==> src/rtl/cpu6_shft_mc.sv <==
// cpu6 execute-stage iterative shifter: SLL/SRL/SRA in steps of 16/4/1.
// Raises a stall while stepping and pulses done with the result.
module cpu6_shft_mc #(
    parameter int XLEN = 32,
    localparam int AW = $clog2(XLEN)
) (
    input  logic            clk,
    input  logic            reset,
    input  logic            shft_start,
    input  logic            shft_flush,
    input  logic [XLEN-1:0] shft_src,
    input  logic [AW-1:0]   shft_amt,
    input  logic            shft_lr,
    input  logic            shft_arith,
    output logic            shft_busy,
    output logic            shft_done,
    output logic [XLEN-1:0] shft_out
);

    typedef enum logic [1:0] {
        IDLE,
        RUN,
        DONE
    } state_t;

    state_t          state;
    state_t          state_nxt;
    logic [XLEN-1:0] work;
    logic [XLEN-1:0] work_step;
    logic [AW-1:0]   rem;
    logic [AW-1:0]   rem_step;
    logic            lr;
    logic            sgn;
    logic            accept;

    assign accept = shft_start & (state == IDLE || state == DONE) & ~shft_flush;

    // One step per cycle, largest stride that still fits in rem.
    always_comb begin
        work_step = work;
        rem_step  = rem;
        if (rem >= AW'(16)) begin
            rem_step  = rem - AW'(16);
            work_step = lr ? {{16{sgn}}, work[XLEN-1:16]}
                           : {work[XLEN-17:0], 16'b0};
        end else if (rem >= AW'(4)) begin
            rem_step  = rem - AW'(4);
            work_step = lr ? {{4{sgn}}, work[XLEN-1:4]}
                           : {work[XLEN-5:0], 4'b0};
        end else begin
            rem_step  = rem - AW'(1);
            work_step = lr ? {sgn, work[XLEN-1:1]}
                           : {work[XLEN-2:0], 1'b0};
        end
    end

    always_comb begin
        state_nxt = state;
        if (shft_flush) begin
            state_nxt = IDLE;
        end else begin
            unique case (state)
                IDLE, DONE: begin
                    if (shft_start)
                        state_nxt = (shft_amt == '0) ? DONE : RUN;
                    else
                        state_nxt = IDLE;
                end
                RUN: begin
                    if (rem_step == '0)
                        state_nxt = DONE;
                end
                default: state_nxt = IDLE;
            endcase
        end
    end

    always_ff @(posedge clk) begin
        if (reset) begin
            state <= IDLE;
            work  <= '0;
            rem   <= '0;
            lr    <= 1'b0;
            sgn   <= 1'b0;
        end else begin
            state <= state_nxt;
            if (accept) begin
                work <= shft_src;
                rem  <= shft_amt;
                lr   <= shft_lr;
                sgn  <= shft_src[XLEN-1] & shft_lr & shft_arith;
            end else if (state == RUN && !shft_flush) begin
                work <= work_step;
                rem  <= rem_step;
            end
        end
    end

    assign shft_busy = accept | (state == RUN && !shft_flush);
    assign shft_done = (state == DONE);
    assign shft_out  = work;

endmodule
==> config.mk <==
export PLATFORM = sky130hd
export DESIGN_NAME = cpu6_shft_mc
export DESIGN_NICKNAME = d
export VERILOG_FILES = /design/src/rtl/cpu6_shft_mc.sv
export SDC_FILE = /design/constraint.sdc
export NUM_CORES = 1
export LEC_CHECK = 0
export ABC_AREA = 1
export ABC_CLOCK_PERIOD_IN_PS = 3200
export BUFFER_PORTS_ARGS = -buffer_cell sky130_fd_sc_hd__clkbuf_2
export CORE_MARGIN = 1
export CORE_UTILIZATION = 38
export CTS_BUF_LIST = sky130_fd_sc_hd__clkbuf_4 sky130_fd_sc_hd__clkbuf_8
export CTS_CLUSTER_DIAMETER = 30
export DETAILED_ROUTE_END_ITERATION = 6
export SYNTH_ARGS = -nofsm -noshare
export SYNTH_HDL_FRONTEND = slang
export SYNTH_SLANG_ARGS = --single-unit
==> constraint.sdc <==
create_clock -name clk -period 3.2 [get_ports clk]
set_input_delay 0 -clock clk [delete_from_list [all_inputs] [get_ports clk]]
set_output_delay 0 -clock clk [all_outputs]
set_load 0.02 [all_outputs]
# Word level (Yosys, flattened, before mapping)
# Index checks and enable logic that the tools add are counted.
[classes]
mux = 15
eq_ne = 3
add_sub_neg = 3
n_reduce_logical = 9
n_lt_le_gt_ge = 2
n_bitwise = 6
[ops]
columns = ["operator", "count"]
rows = [
  ["$mux 32", 7],
  ["$mux 5", 4],
  ["$logic_not 5->1", 2],
  ["$mux 2", 3],
  ["$ge 5x3->1 const B", 1],
  ["$ge 5x5->1 const B", 1],
  ["$sub 5x1->5 const B", 1],
  ["$sub 5x3->5 const B", 1],
  ["$sub 5x5->5 const B", 1],
  ["$and 1x1->1", 4],
  ["$pmux 2 s2", 1],
  ["$reduce_or 2->1", 2],
  ["$eq 2x1->1 const B", 1],
  ["$eq 2x2->1 const B", 1],
  ["$logic_not 2->1", 1],
  ["$ne 2x2->1 const B", 1],
  ["$reduce_bool 2->1", 1],
  ["$logic_and 1x1->1", 1],
  ["$logic_not 1->1", 1],
  ["$logic_or 1x1->1", 1],
  ["$not 1->1", 1],
  ["$or 1x1->1", 1],
]
[word_totals]
ff_bits = 41
output_inout_bits = 34
inputBits = 43
word_cells = 43

# Logic depth before layout (Yosys ltp)
[logic_depth]
word_depth = 6
ltp_mapped = 12
depth_no_buf = 11

# Worst setup path after synthesis
# No wires, ideal clock.
[synth_path]
path_kind = "register to register"
from = "reg rem[0]"
to = "reg work[20] (netlist: shft_out[20])"
n_path_buf = 1
path_stages_with_launch = 10
t_arrival_ps = 1374
t_required_ps = 3062
setup_time_ps = 138
period_less_slack_ps = 1512
path_slack_ps = 1688
cell_sequence = "dfxtp_1 -> inv_1 -> ha_1 -> nand2_1 -> nand2_1 -> nor2_4 -> buf_2 -> a21oi_1 -> o31ai_1 -> a21oi_1"
[synth_between]
elab_chain_len = 5
word_cells_on_any_way = 6
cone_classes = "order compare (2); mux (4)"
[synth_lines]
columns = ["item", "line_no", "text"]
rows = [
  ["start, declared", "30", "logic [AW-1:0] rem;"],
  ["start signal, assigned", "89", "rem <= shft_amt;"],
  ["start signal, assigned", "94", "rem <= rem_step;"],
  ["$ge 5x3->1", "46", "end else if (rem >= AW'(4)) begin"],
  ["$mux 32", "46", ""],
  ["$mux 32 (*)", "42", "if (rem >= AW'(16)) begin"],
  ["$mux 32 (*)", "92", "end else if (state == RUN && !shft_flush) begin"],
  ["$mux 32 (*)", "87", "if (accept) begin"],
  ["end signal, assigned", "88", "work <= shft_src;"],
  ["end signal, assigned", "93", "work <= work_step;"],
  ["end, declared", "28", "logic [XLEN-1:0] work;"],
]
# Every way passes the cells marked *; elsewhere a longest branch is shown, timed or not. The select of a mux whose other input is x is not followed.
# A chain may end at the register's enable or synchronous reset.

# Worst setup path after layout
[layout_path]
from = "reg rem[4]"
to = "reg work[0] (netlist: shft_out[0])"
# Same word-level chain as after synthesis.

==> flow_metrics.tcl <==
set metrics [dict create \
    ys.flop_type "dfxtp_1" \
    crit_arrival_ns 2.72 \
    via_count 3860 \
    die_h_um 94.37 \
    finalClockSkew_ns 0.006409 \
    grt_antenna_before_repair 0 \
    period_share_pct 77.44 \
    grt_pass1_wl_mm 17.78 \
    synthDistinctLibCells 30 \
    grt_pass1_vias 3498 \
    ios 77 \
    drc 0 \
    dr.pass1.iters 5 \
    area_growth_pct 16.02 \
    syn_inst 541 \
    routed_via_density 5.499 \
    syn_nets 588 \
    routed_wl_mm 11.03 \
    cts-root-buf "clkbuf_8" \
    synth_edf_count 0 \
    ant_nets 0 \
    cts_resized 0 \
    h-tree-depth 2 \
    powerDensity_nw_per_um2 446.7 \
    place_congestion 0.8686 \
    hold_ws_ns -0.0007067 \
    nNetsFinal 643 \
    tightest_slew_ns 0.8800 \
    total_power_mw 1.680 \
    worstPathRequired_ns 3.44 \
    synthArstFlopShare_pct 0 \
    ys_warn_count 0 \
    maxCapViolCount 0 \
    violations "negative hold slack" \
    diodes 0 \
    syn_area_um2 3242 \
    die_x_um 94.37 \
    seq_area_frac_synth_pct 25.32 \
    regArea_um2 822.0 \
    rsz0062_at_grt "false" \
    leakagePower_nw 1.776 \
    cts_tree "done" \
    vdd_ir_drop_max_uv 180.2 \
    clk_path_buf_depth 2 \
    fmax_ghz 0.4035 \
    criticalPathCategory "reg -> reg" \
    netlist.area_leader.share_pct 25.32 \
    place_ws_ns 0.7561 \
    worstSkewPairLatency_ns 0.31 \
    status "finished with violations" \
    drt_iter0_drc 377 \
    min_path_type "in -> reg" \
    post-route-min-period_ns 2.478 \
    yosys.area.top_type "dfxtp_1" \
    slew_headroom_pct 41.20 \
    endpoint_kind "flip-flop" \
    rows 33 \
    synth_area_per_cell_um2 5.992 \
    post_cts_buffers 0 \
    setup_tns_ns 0 \
    setup_ws_ns 0.7219 \
    hold_viol 1 \
    cts_num_sinks 41 \
    final_core_util_pct 45.77 \
    cts-buffers-inserted 5 \
    fillCellCount 907 \
    final_max_slew_viol_count 0 \
    core_um2 8217 \
    grt_overflow 0 \
    clk_pin_slew_worst_paths_ns 0.09 \
    wire_per_inst_um 15.71 \
    synth_seq_cells 41 \
    initial_core_util_pct 39.45 \
    die-area_um2 8905 \
    numPortBuffers 76 \
    grt_max_degree 56 \
    dpl.hpwl_mm 7.723 \
    grt_usage_pct 25.84 \
    setup_viol 0 \
    start_kind "flip-flop" \
    drive_above_1_share_pct 17.59 \
    multi_input_area_um2 1993 \
    synthTopCellsByArea "dfxtp_1 25%, nand2_1 13%, a21oi_1 13%" \
    crit_fanout 40 \
]
final timing paths:
check	start	endpoint	slack [ns]	depth (start not counted)
worst max-delay path	rem[4]	shft_out[0]	0.72	9
worst min-delay path	shft_src[14]	shft_out[14]	-0.0007	3
worst max register to register	rem[4]	shft_out[0]	0.72	9
worst min register to register	sgn	sgn	0.50	2
sequential cells by signal (all words and copies together) (netlist names):
name,count
lr,1
rem,5
sgn,1
shft_out,32
state,2
power breakdown:
part	leakage, nW	total, mW	internal (mW)	switching, mW
Combinational	1.38	0.594	0.211	0.383
Sequential	0.337	0.614	0.550	0.0642
Clock	0.0619	0.472	0.264	0.209
Total	1.78	1.68	1.02	0.655
final cells by class:
| type | count | share of cell area (%) |
|---|---|---|
| multi-input combinational | 407 | 52.99 |
| sequential | 41 | 21.86 |
| timing repair buffer | 88 | 13.04 |
| inverter | 53 | 5.422 |
| tap | 105 | 3.493 |
| clock buffer | 7 | 2.395 |
| clock inverter | 1 | 0.7984 |
critical path, stage by stage (launching register included):
cell	delay, ns
dfxtp_1	0.59
clkinv_4	0.36
nand2_4	0.08
nor2_4	0.70
nand3_1	0.14
nand2_1	0.10
nand2_1	0.06
o211ai_1	0.15
nand2_1	0.09
a21oi_1	0.12
placed cells by master (no fill, tap or decap), types with 5 or more instances in the layout:
master / netlist / layout
nand3_1: 44 / 44
nor2_1: 46 / 46
clkbuf_2: 0 / 76
o21ai_0: 62 / 62
dfxtp_1: 41 / 40
nand2_1: 111 / 111
o2bb2ai_1: 5 / 5
inv_1: 48 / 48
o21ai_1: 12 / 12
a21oi_1: 83 / 83
o22ai_1: 9 / 9
dlygate4sd3_1: 0 / 8
clkbuf_8: 0 / 6
o21bai_1: 5 / 5
stage by stage:
stage | cell area [um2] | instances
after detailed placement | 3561 | 686
after floorplan | 3242 | 541
after CTS | 3761 | 702
after global routing | 3761 | 702
final | 3761 | 702
after global placement | 3561 | 686
cell usage after synthesis (9+ instances only):
| library cell | n |
|---|---|
| a21oi_1 | 83 |
| buf_2 | 14 |
| clkbuf_1 | 16 |
| dfxtp_1 | 41 |
| inv_1 | 48 |
| nand2_1 | 111 |
| nand3_1 | 44 |
| nor2_1 | 46 |
| o21ai_0 | 62 |
| o21ai_1 | 12 |
| o22ai_1 | 9 |
logic make-up (layout without fill, tap and decap cells):
| kind of cell | count (synthesis) | in the layout | synth area share [%] |
|---|---|---|---|
| DFF | 41 | 41 | 25.32 |
| adders and majority gates | 4 | 4 | 1.544 |
| AOI/OAI and AO/OA | 183 | 183 | 30.07 |
| buffers and inverters | 93 | 149 | 13.20 |
| and+or+nand+nor | 220 | 220 | 29.87 |
what timing repair did:
| action | CTS | global route |
|---|---|---|
| setup endpoints to repair | 0 | 0 |
| hold endpoints to repair | 7 | 0 |
| hold buffers | 8 | 0 |
metal layers:
layer / global-route usage (%) / wire (um) / vias up
met4: 9.103 / 262 / 0
met5: 0 / 0 / -
li1: - / - / 1921
met1: 37.15 / 5141 / 1741
met3: 3.623 / 905 / 18
met2: 39.01 / 4721 / 180
(Power assumes the default switching activity.)
